$ cat config.mk
export PLATFORM = sky130hd
export DESIGN_NAME = coin_track_flat
export DESIGN_NICKNAME = d
export VERILOG_FILES = /design/src/rtl/coin_if.sv /design/src/rtl/coin_track.sv /design/src/flat_wrapper.sv
export SDC_FILE = /design/constraint.sdc
export NUM_CORES = 1
export LEC_CHECK = 0
export BUFFER_PORTS_ARGS = -buffer_cell sky130_fd_sc_hd__buf_2
export CORE_ASPECT_RATIO = 1.4
export CORE_MARGIN = 2
export CORE_UTILIZATION = 55
export CTS_BUF_LIST = sky130_fd_sc_hd__clkbuf_16
export CTS_CLUSTER_DIAMETER = 200
export DETAILED_ROUTE_END_ITERATION = 10
export GPL_TIMING_DRIVEN = 0
export PLACE_DENSITY = 0.85
export SETUP_SLACK_MARGIN = 0.02
export SYNTH_ARGS = -nofsm -noshare
export SYNTH_HDL_FRONTEND = slang
export SYNTH_SLANG_ARGS = --single-unit
$ cat constraint.sdc
create_clock -name clk -period 6.1 [get_ports clk]
set_clock_uncertainty 0.05 [all_clocks]
set_input_delay 1.22 -clock clk [delete_from_list [all_inputs] [get_ports clk]]
set_output_delay 1.22 -clock clk [all_outputs]
set_load 0.01 [all_outputs]
$ cat src/rtl/coin_if.sv
// Signal bundle between the coin tracker and the game logic around it.
// The clock and reset are not part of this bundle; they are separate plain ports.
interface coin_if;
   logic               frame_tick_i;
   logic               enable_i;
   logic [1:0]         player_lane_i;
   logic [3:0]         rand_i;
   logic signed [11:0] coinloc_o;
   logic [1:0]         coin_lane_o;
   logic               coin_visible_o;
   logic               coin_hit_o;
   logic [15:0]        score_o;
   logic [3:0]         misses_o;
   logic               game_over_o;

   modport slave (
      input  frame_tick_i, enable_i, player_lane_i, rand_i,
      output coinloc_o, coin_lane_o, coin_visible_o, coin_hit_o,
             score_o, misses_o, game_over_o
   );

   modport master (
      output frame_tick_i, enable_i, player_lane_i, rand_i,
      input  coinloc_o, coin_lane_o, coin_visible_o, coin_hit_o,
             score_o, misses_o, game_over_o
   );
endinterface

$ cat src/rtl/coin_track.sv
// Coin spawner and tracker: moves one coin down a lane per frame and
// scores hits and misses against the player lane until the game ends.
module coin_track #(
   parameter int START_LOC  = -50,
   parameter int SPEED      = 1,
   parameter int HIT_LO     = 50,
   parameter int HIT_HI     = 55,
   parameter int END_LOC    = 60,
   parameter int MAX_MISSES = 3
) (
   input  logic  clk,
   input  logic  rst,
   coin_if.slave trk
);

   typedef enum logic [1:0] {S_IDLE, S_WAIT, S_MOVE, S_OVER} state_t;

   localparam logic signed [11:0] START_L  = 12'(START_LOC);
   localparam logic signed [12:0] HIT_LO_L = 13'(HIT_LO);
   localparam logic signed [12:0] HIT_HI_L = 13'(HIT_HI);
   localparam logic signed [12:0] END_L    = 13'(END_LOC);
   localparam logic signed [12:0] SPEED_L  = 13'(SPEED);
   localparam logic [3:0]         MAX_L    = 4'(MAX_MISSES);

   state_t             state_q;
   logic signed [11:0] coinloc_q;
   logic [1:0]         coin_lane_q;
   logic               coin_visible_q;
   logic               coin_hit_q;
   logic [15:0]        score_q;
   logic [3:0]         misses_q;
   logic               game_over_q;
   logic [2:0]         delay_q;

   logic signed [12:0] loc_ext;
   logic signed [12:0] loc_adv;
   logic [1:0]         eff_lane;
   logic [1:0]         spawn_lane;
   logic [2:0]         reload;
   logic [3:0]         misses_inc;
   logic               hit;
   logic               miss;

   // One extra bit of headroom so the advance compare cannot wrap.
   assign loc_ext    = {coinloc_q[11], coinloc_q};
   assign loc_adv    = loc_ext + SPEED_L;
   assign eff_lane   = (trk.player_lane_i == 2'd3) ? 2'd1 : trk.player_lane_i;
   assign spawn_lane = (trk.rand_i[1:0] == 2'd3) ? 2'd1 : trk.rand_i[1:0];
   assign reload     = {1'b0, trk.rand_i[3:2]} + 3'd1;
   assign misses_inc = misses_q + 4'd1;
   assign hit        = (loc_ext >= HIT_LO_L) && (loc_ext <= HIT_HI_L) && (coin_lane_q == eff_lane);
   assign miss       = (loc_adv >= END_L);

   always_ff @(posedge clk or posedge rst) begin
      if (rst) begin
         state_q        <= S_IDLE;
         coinloc_q      <= START_L;
         coin_lane_q    <= 2'd1;
         coin_visible_q <= 1'b0;
         coin_hit_q     <= 1'b0;
         score_q        <= 16'd0;
         misses_q       <= 4'd0;
         game_over_q    <= 1'b0;
         delay_q        <= 3'd0;
      end else begin
         coin_hit_q <= 1'b0;
         case (state_q)
            S_IDLE: begin
               coinloc_q      <= START_L;
               coin_visible_q <= 1'b0;
               if (trk.frame_tick_i && trk.enable_i) begin
                  delay_q <= reload;
                  state_q <= S_WAIT;
               end
            end
            S_WAIT: begin
               if (!trk.enable_i) begin
                  coinloc_q      <= START_L;
                  coin_visible_q <= 1'b0;
                  state_q        <= S_IDLE;
               end else if (trk.frame_tick_i) begin
                  delay_q <= delay_q - 3'd1;
                  if (delay_q <= 3'd1) begin
                     delay_q        <= 3'd0;
                     coinloc_q      <= 12'sd0;
                     coin_lane_q    <= spawn_lane;
                     coin_visible_q <= 1'b1;
                     state_q        <= S_MOVE;
                  end
               end
            end
            S_MOVE: begin
               if (!trk.enable_i) begin
                  coinloc_q      <= START_L;
                  coin_visible_q <= 1'b0;
                  state_q        <= S_IDLE;
               end else if (trk.frame_tick_i) begin
                  // A hit wins over a miss on the same frame.
                  if (hit) begin
                     coin_hit_q     <= 1'b1;
                     score_q        <= (score_q == 16'hFFFF) ? score_q : score_q + 16'd1;
                     coin_visible_q <= 1'b0;
                     coinloc_q      <= START_L;
                     delay_q        <= reload;
                     state_q        <= S_WAIT;
                  end else if (miss) begin
                     misses_q       <= misses_inc;
                     coin_visible_q <= 1'b0;
                     coinloc_q      <= START_L;
                     if (misses_inc == MAX_L) begin
                        game_over_q <= 1'b1;
                        state_q     <= S_OVER;
                     end else begin
                        delay_q <= reload;
                        state_q <= S_WAIT;
                     end
                  end else begin
                     coinloc_q <= loc_adv[11:0];
                  end
               end
            end
            default: begin
               game_over_q    <= 1'b1;
               coin_visible_q <= 1'b0;
               coinloc_q      <= START_L;
            end
         endcase
      end
   end

   assign trk.coinloc_o      = coinloc_q;
   assign trk.coin_lane_o    = coin_lane_q;
   assign trk.coin_visible_o = coin_visible_q;
   assign trk.coin_hit_o     = coin_hit_q;
   assign trk.score_o        = score_q;
   assign trk.misses_o       = misses_q;
   assign trk.game_over_o    = game_over_q;

endmodule

$ cat src/flat_wrapper.sv
// flat-port wrapper written by rule: the top's interface ports become plain ports
module coin_track_flat 
#(
   parameter int START_LOC  = -50,
   parameter int SPEED      = 1,
   parameter int HIT_LO     = 50,
   parameter int HIT_HI     = 55,
   parameter int END_LOC    = 60,
   parameter int MAX_MISSES = 3
)
  (clk, rst, trk_frame_tick_i, trk_enable_i, trk_player_lane_i, trk_rand_i, trk_coinloc_o, trk_coin_lane_o, trk_coin_visible_o, trk_coin_hit_o, trk_score_o, trk_misses_o, trk_game_over_o);
  coin_if trk_i ();
  input  logic clk;
  input  logic rst;
  input wire logic [$bits(trk_i.frame_tick_i)-1:0] trk_frame_tick_i;
  input wire logic [$bits(trk_i.enable_i)-1:0] trk_enable_i;
  input wire logic [$bits(trk_i.player_lane_i)-1:0] trk_player_lane_i;
  input wire logic [$bits(trk_i.rand_i)-1:0] trk_rand_i;
  output wire logic [$bits(trk_i.coinloc_o)-1:0] trk_coinloc_o;
  output wire logic [$bits(trk_i.coin_lane_o)-1:0] trk_coin_lane_o;
  output wire logic [$bits(trk_i.coin_visible_o)-1:0] trk_coin_visible_o;
  output wire logic [$bits(trk_i.coin_hit_o)-1:0] trk_coin_hit_o;
  output wire logic [$bits(trk_i.score_o)-1:0] trk_score_o;
  output wire logic [$bits(trk_i.misses_o)-1:0] trk_misses_o;
  output wire logic [$bits(trk_i.game_over_o)-1:0] trk_game_over_o;
  assign trk_i.frame_tick_i = trk_frame_tick_i;
  assign trk_i.enable_i = trk_enable_i;
  assign trk_i.player_lane_i = trk_player_lane_i;
  assign trk_i.rand_i = trk_rand_i;
  assign trk_coinloc_o = trk_i.coinloc_o;
  assign trk_coin_lane_o = trk_i.coin_lane_o;
  assign trk_coin_visible_o = trk_i.coin_visible_o;
  assign trk_coin_hit_o = trk_i.coin_hit_o;
  assign trk_score_o = trk_i.score_o;
  assign trk_misses_o = trk_i.misses_o;
  assign trk_game_over_o = trk_i.game_over_o;
  coin_track #(.START_LOC(START_LOC), .SPEED(SPEED), .HIT_LO(HIT_LO), .HIT_HI(HIT_HI), .END_LOC(END_LOC), .MAX_MISSES(MAX_MISSES)) u_core (.clk(clk), .rst(rst), .trk(trk_i));
endmodule
==> flow_metrics.env, run 1 <==
export IMPL_outcome="complete, no violations"
export IMPL_fp_dieH_um=85.6
export IMPL_ctsHoldBuffers=0
export IMPL_htree_levels=2
export IMPL_worstMarginPinSlew_ns=0.859
export IMPL_gr_total_overflow=0
export IMPL_hold_slack_ns=0.410
export IMPL_timing_rr_start="u_core.trk.coinloc_o[1]"
export IMPL_power_leakage_nw=1.43
export IMPL_initial_core_util=0.572
export IMPL_setup_viol=0
export IMPL_core_sq_um=4570
export IMPL_rr_endpoint="u_core.delay_q[2]"
export IMPL_hold_class="reg2reg"
export IMPL_holdPathEnd="u_core.trk.game_over_o"
export IMPL_critPathRequiredTime_ns=6.25
export IMPL_drive_gt1_frac=0.297
export IMPL_finish_instance_area_sq_um=3070
export IMPL_antenna_left=0
export IMPL_min_from="u_core.trk.game_over_o"
export IMPL_wl_per_cell_um=14.6
export IMPL_clock_latency_ns=0.28
export IMPL_post_cts_resized=0
export IMPL_rsz0062_at_grt="false"
export IMPL_start_kind="primary input"
export IMPL_syn_nets=290
export IMPL_holdPathStages=1
export IMPL_numCtsBuffers=5
export IMPL_path_class="in2reg"
export IMPL_async_reset_ff_frac=1.00
export IMPL_synth_edff_count=0
export IMPL_ios=47
export IMPL_avgViaCountPerCell=5.81
export IMPL_post_cts_buffers=0
export IMPL_ys_seq_elements=42
export IMPL_cts_tree="built"
export IMPL_gp_congestion=0.861
export IMPL_dieArea_sq_um=5330
export IMPL_drv_slew=0
export IMPL_final_util=0.672
export IMPL_cts_sinks=42
export IMPL_antenna_found_initial=0
export IMPL_max_freq_mhz=335
export IMPL_cts_root_buf="clkbuf_16"
export IMPL_syn_to_final_growth_pct=17.5
export IMPL_drt_pass1_iterations=5
export IMPL_syn_inst=269
export IMPL_hpwl_mm=4.10
export IMPL_synth_area_sq_um=2620
export IMPL_pwr_density_cell_nw_per_um2=432
export IMPL_rows=29
export IMPL_grt_max_degree=43
export IMPL_dr_first_iter_drc_count=93
export IMPL_grtUsageTotal=0.224
export IMPL_cp_end_kind="flip-flop"
export IMPL_wl_mm=5.61
export IMPL_n_antenna_cell=0
export IMPL_synth_cell_type_count=57
export IMPL_peakVddDrop_mv=0.355
export IMPL_syn_avg_cell_area_sq_um=9.72
export IMPL_path_clk_slew_ns=0.06
export IMPL_nets=343
export IMPL_grt_pass1_vias=2170
export IMPL_post_dp_cell_area_sq_um=2920
export IMPL_synth_ff_type="dfrtp_1"
export IMPL_max_cap_viol_count=0
export IMPL_relSlewSlack=0.427
export IMPL_portBuffers=46
export IMPL_cp_max_fo=10
export IMPL_fp_dieW_um=62.3
export IMPL_final_min_clock_period_ns=2.98
export IMPL_rrSetupSlack_ns=3.24
export IMPL_fin_crit_sh=0.489
export IMPL_drc=0
export IMPL_worstPathArrival_ns=3.13
export IMPL_num_vias=2237
export IMPL_finalSetupTns_ns=0
export IMPL_grt_pass1_wl_mm=9.69
export IMPL_reg2reg_depth=9
export IMPL_clockBufferDepth=2
export IMPL_yosysSeqAreaShare=0.407
export IMPL_yosysWarnings=0
export IMPL_hold_viol=0
cell usage after synthesis, drive strengths merged, types with 2 or more instances:
cell    instances  area share
a211oi          3       0.012
nand2          30       0.044
nor2b           4      0.0096
nor2           17       0.024
nand3b          3      0.0086
ha             11       0.053
nor3b           3       0.013
o21ai          14       0.027
nand3          12       0.025
xnor2          18       0.060
nor3            8       0.022
xor2            5       0.017
and3           10       0.033
a31oi           4      0.0096
nand4           6       0.014
a21boi          2      0.0057
dfrtp          32        0.31
a31o            3       0.013
nor4            3      0.0072
and4            4       0.014
a21oi          12       0.024
clkbuf          3      0.0043
dfstp          10        0.10
mux2i           2      0.0077
o22ai           4      0.0096
buf             6       0.018
a22o            3       0.010
o211a           3       0.011
and2            4       0.011
inv            13       0.019
mux2            3       0.013
nand2b          3      0.0072
power by group:
group / leakage, nW / internal, mW / total, mW / switching, mW
logic: 0.836 / 0.258 / 0.623 / 0.365
clock network: 0.0664 / 0.153 / 0.263 / 0.110
registers: 0.530 / 0.371 / 0.442 / 0.0706
total: 1.43 / 0.782 / 1.33 / 0.546
worst max path at each step:
stage	start	to	slack [ns]	cells past startpoint
after global routing	trk_player_lane_i[1]	u_core.trk.coinloc_o[2]	2.93	10
after detailed placement	trk_player_lane_i[1]	u_core.trk.coinloc_o[2]	2.82	10
final	trk_player_lane_i[1]	u_core.trk.coinloc_o[2]	3.12	10
after CTS	trk_player_lane_i[1]	u_core.trk.coinloc_o[2]	3.10	10
after floorplan	trk_player_lane_i[1]	u_core.trk.coinloc_o[2]	3.22	9
after global placement	trk_player_lane_i[1]	u_core.trk.coinloc_o[2]	2.81	10
layout by cell type (no fill, tap or decap), drive strengths merged, types with 8 or more instances in the layout:
master / count
a21oi: 12
and3: 10
buf: 52
clkbuf: 8
dfrtp: 32
dfstp: 10
ha: 11
inv: 14
nand2: 30
nand3: 12
nor2: 17
nor3: 8
o21ai: 14
xnor2: 18
through the flow:
stage / std cells / worst slack, ns / total power, mW
6_report: 385 / 3.12 / 1.33
5_1_grt: 385 / 2.93 / 1.43
4_1_cts: 385 / 3.10 / 1.33
3_5_place_dp: 377 / 2.82 / 1.06
3_3_place_gp: 377 / 2.81 / 1.03
2_1_floorplan: 269 / 3.22 / 0.901
layer usage:
| metal | GRT usage | share of wire | vias to the layer above |
|---|---|---|---|
| li1 | - | - | 1069 |
| met2 | 0.414 | 0.53 | 67 |
| met3 | 0.0407 | 0.049 | 16 |
| met5 | 0 | 0 | - |
| met1 | 0.263 | 0.39 | 1085 |
| met4 | 0.0747 | 0.028 | 0 |
worst max-delay path, cell delays in order:
cell and delay, ns:
buf_2 0.10, xor2_1 0.15, nor3_1 0.13, a31o_2 0.15, nand4bb_1 0.37, and3b_1 0.34, and2_4 0.16, buf_6 0.14
and3_1 0.19, a211oi_2 0.19
cell type report:
| class | instances | area (sq um) |
|---|---|---|
| Clock buffer | 5 | 125 |
| Clock inverter | 3 | 23.8 |
| Timing Repair Buffer | 46 | 230 |
| Inverter | 13 | 48.8 |
| Multi-Input combinational cell | 205 | 1440 |
| Buffer | 9 | 58.8 |
| Tap cell | 62 | 77.6 |
| Sequential cell | 42 | 1060 |
| Fill cell | 378 | 1500 |
flip-flops by register name (all words and copies together) (netlist names):
| register | flops |
|---|---|
| u_core.trk.coin_visible_o | 1 |
| u_core.trk.coinloc_o | 12 |
| u_core.delay_q | 3 |
| u_core.trk.coin_hit_o | 1 |
| u_core.state_q | 2 |
| u_core.trk.game_over_o | 1 |
| u_core.trk.coin_lane_o | 2 |
| u_core.trk.misses_o | 4 |
| u_core.trk.score_o | 16 |
logic make-up after synthesis:
| group | share of synthesized area |
|---|---|
| fa+ha+maj | 0.0526 |
| buf+inv | 0.0411 |
| mux | 0.0206 |
| simple gates | 0.244 |
| compound gates | 0.158 |
| xor+xnor | 0.0770 |
| flops | 0.407 |
(Power assumes the default switching activity.)
==> inputs of run 2 (changes only) <==
ABC_AREA = 1   (was default)
PLACE_DENSITY = 0.84   (was 0.85)
clock period = 2.8 ns   (was 6.1 ns; I/O delays follow)
==> run 2 against run 1 <==
Compared with the run above: global-route usage rose by 0.97 points; area after synthesis grew 7.2%; synthesized cell count up 42%; combinational power rose by 77%; cell count grew 30%; routed wire length grew 10%; clock-buffer cell count unchanged; non-clock buffer count decreased by 4; register-to-register slack lost 2.6 ns; total power rose by 99%; sequential cell count is the same; critical path type is now reg2reg; critical endpoint is now u_core.trk.coinloc_o[9]; largest power group unchanged; highest routed layer unchanged.
==> flow_metrics.env, run 2 <==
export IMPL_rsz0062_at_grt="false"
export IMPL_cts_sinks=42
export IMPL_worstMarginPinSlew_ns=0.860
export IMPL_setup_viol=0
export IMPL_avgViaCountPerCell=5.40
export IMPL_internal_power_mw=1.53
export IMPL_initial_core_util=0.574
export IMPL_drive_gt1_frac=0.204
export IMPL_numCtsBuffers=5
export IMPL_hold_slack_ns=0.397
export IMPL_clock_latency_ns=0.28
export IMPL_synth_common_cells="nand2_1, inv_1, nor2_1"
export IMPL_outcome="complete, no violations"
export IMPL_pwr_density_cell_nw_per_um2=808
export IMPL_final_cell_mix="nand2_1, buf_2, inv_1"
export IMPL_synth_ff_type="dfrtp_1"
export IMPL_final_util=0.669
export IMPL_n_antenna_cell=0
export IMPL_max_freq_mhz=466
export IMPL_fp_dieW_um=64.3
export IMPL_yosysMostFrequentCell="nand2_1"
export IMPL_synth_area_sq_um=2800
export IMPL_drc=0
export IMPL_synth_top_cell_by_area="dfrtp_1"
export IMPL_cp_max_fo=9
export IMPL_path_clk_slew_ns=0.06
export IMPL_cts_tree="built"
export IMPL_ios=47
export IMPL_rows=30
export IMPL_drt_pass1_iterations=4
export IMPL_seq_power_share=0.364
export IMPL_grt_pass1_vias=2339
export IMPL_yosysSeqAreaShare=0.379
export IMPL_syn_to_final_growth_pct=16.4
export IMPL_final_common_cell="nand2_1"
export IMPL_yosysWarnings=0
export IMPL_wl_per_cell_um=12.3
export IMPL_fin_crit_sh=0.766
export IMPL_post_cts_resized=0
export IMPL_ys_top_cells_by_area="dfrtp_1, nand2_1, dfstp_2, inv_1, nor2_1"
export IMPL_finalSetupTns_ns=0
export IMPL_clkPwrFrac=0.221
export IMPL_grt_pass1_wl_mm=10.5
export IMPL_wl_mm=6.17
export IMPL_start_kind="flip-flop"
export IMPL_synth_top_area_frac=0.286
export IMPL_p_comb_frac=0.416
export IMPL_reg2reg_depth=10
export IMPL_synth_cell_type_count=37
export IMPL_grt_max_degree=43
export IMPL_async_reset_ff_frac=1.00
export IMPL_cts_root_buf="clkbuf_16"
export IMPL_critPathRequiredTime_ns=2.95
export IMPL_syn_inst=382
export IMPL_drv_slew=0
export IMPL_swShare=0.421
export IMPL_fillCellCount=430
export IMPL_nets=456
export IMPL_num_vias=2702
export IMPL_portBuffers=46
export IMPL_htree_levels=2
export IMPL_synth_edff_count=0
export IMPL_cp_end_kind="flip-flop"
export IMPL_dieArea_sq_um=5690
export IMPL_syn_avg_cell_area_sq_um=7.34
export IMPL_core_sq_um=4880
export IMPL_syn_nets=403
export IMPL_power_leakage_nw=1.63
export IMPL_max_cap_viol_count=0
export IMPL_ctsHoldBuffers=0
export IMPL_peakVddDrop_mv=0.720
export IMPL_hold_class="in2async"
export IMPL_clockBufferDepth=2
export IMPL_final_min_clock_period_ns=2.14
export IMPL_relSlewSlack=0.426
export IMPL_p_switching_mw=1.11
export IMPL_hpwl_mm=4.61
export IMPL_ys_seq_elements=42
export IMPL_fp_dieH_um=88.5
export IMPL_gr_total_overflow=0
export IMPL_post_cts_buffers=0
export IMPL_hold_viol=0
export IMPL_largest_reg_flops=16
export IMPL_grtUsageTotal=0.234
export IMPL_antenna_found_initial=0
export IMPL_dr_first_iter_drc_count=222
export IMPL_worstPathArrival_ns=2.29
export IMPL_gp_congestion=0.930
export IMPL_path_class="reg2reg"
export IMPL_antenna_left=0
run 2: routing by layer:
layer,GRT usage,vias up,wire length [um]
met5,0,-,0
li1,-,1334,-
met4,0.0870,0,104
met1,0.302,1268,2560
met2,0.402,88,3170
met3,0.0305,12,335
run 2: layout make-up:
type / count / area, sq um / share of cell area
plain buffers: 5 / 33.8 / 0.0104
repair buffers: 46 / 230 / 0.0706
inverters: 48 / 180 / 0.0552
multi-input cells: 287 / 1530 / 0.467
flip-flops and latches: 42 / 1060 / 0.326
clock inverters: 3 / 25.0 / 0.00767
well taps: 64 / 80.1 / 0.0245
clock buffers: 5 / 125 / 0.0383
run 2: cell families after synthesis:
group                    Yosys count  share of synthesized area
buffers and inverters             53                     0.0763
XOR/XNOR                          18                     0.0589
AND/OR/NAND/NOR                  216                      0.347
flip-flops                        42                      0.379
adder cells (fa/ha/maj)           11                     0.0491
AO/OA/AOI/OAI                     42                     0.0888
run 2: worst paths after layout:
path / end / slack (ns) / from
min in group clk: u_core.trk.game_over_o / 0.44 / u_core.trk.game_over_o
setup reg to reg: u_core.trk.coinloc_o[9] / 0.66 / u_core.state_q[0]
max in group asynchronous: u_core.trk.misses_o[0] / 1.76 / rst
hold / removal: u_core.trk.score_o[11] / 0.40 / rst
setup / recovery: u_core.trk.coinloc_o[9] / 0.66 / u_core.state_q[0]
hold reg to reg: u_core.trk.game_over_o / 0.44 / u_core.trk.game_over_o
run 2: stage by stage:
stage | area, sq um | std cells | power (mW) | setup slack [ns]
after floorplan | 2800 | 382 | 1.74 | 0.865
after global routing | 3260 | 500 | 2.86 | 0.463
after detailed placement | 3110 | 492 | 2.06 | 0.683
final | 3260 | 500 | 2.64 | 0.656
after global placement | 3110 | 492 | 2.01 | 0.670
after CTS | 3260 | 500 | 2.65 | 0.660
run 2: power groups by stage:
stage               logic, mW  clock network (mW)  registers (mW)
global route             1.26               0.626           0.979
global placement         1.05                   0           0.955
detailed placement       1.09                   0           0.965
CTS                      1.10               0.593           0.956
finish                   1.10               0.582           0.959
floorplan               0.769                   0           0.972
run 2: worst max-delay path, stage by stage, from the launching register on:
cell      delay [ns]
dfrtp_1         0.38
inv_1           0.07
ha_1            0.26
nand2_1         0.16
inv_1           0.07
nand2_1         0.06
a21oi_1         0.09
nor2_1          0.22
o21a_1          0.16
clkbuf_1        0.38
a21oi_1         0.15
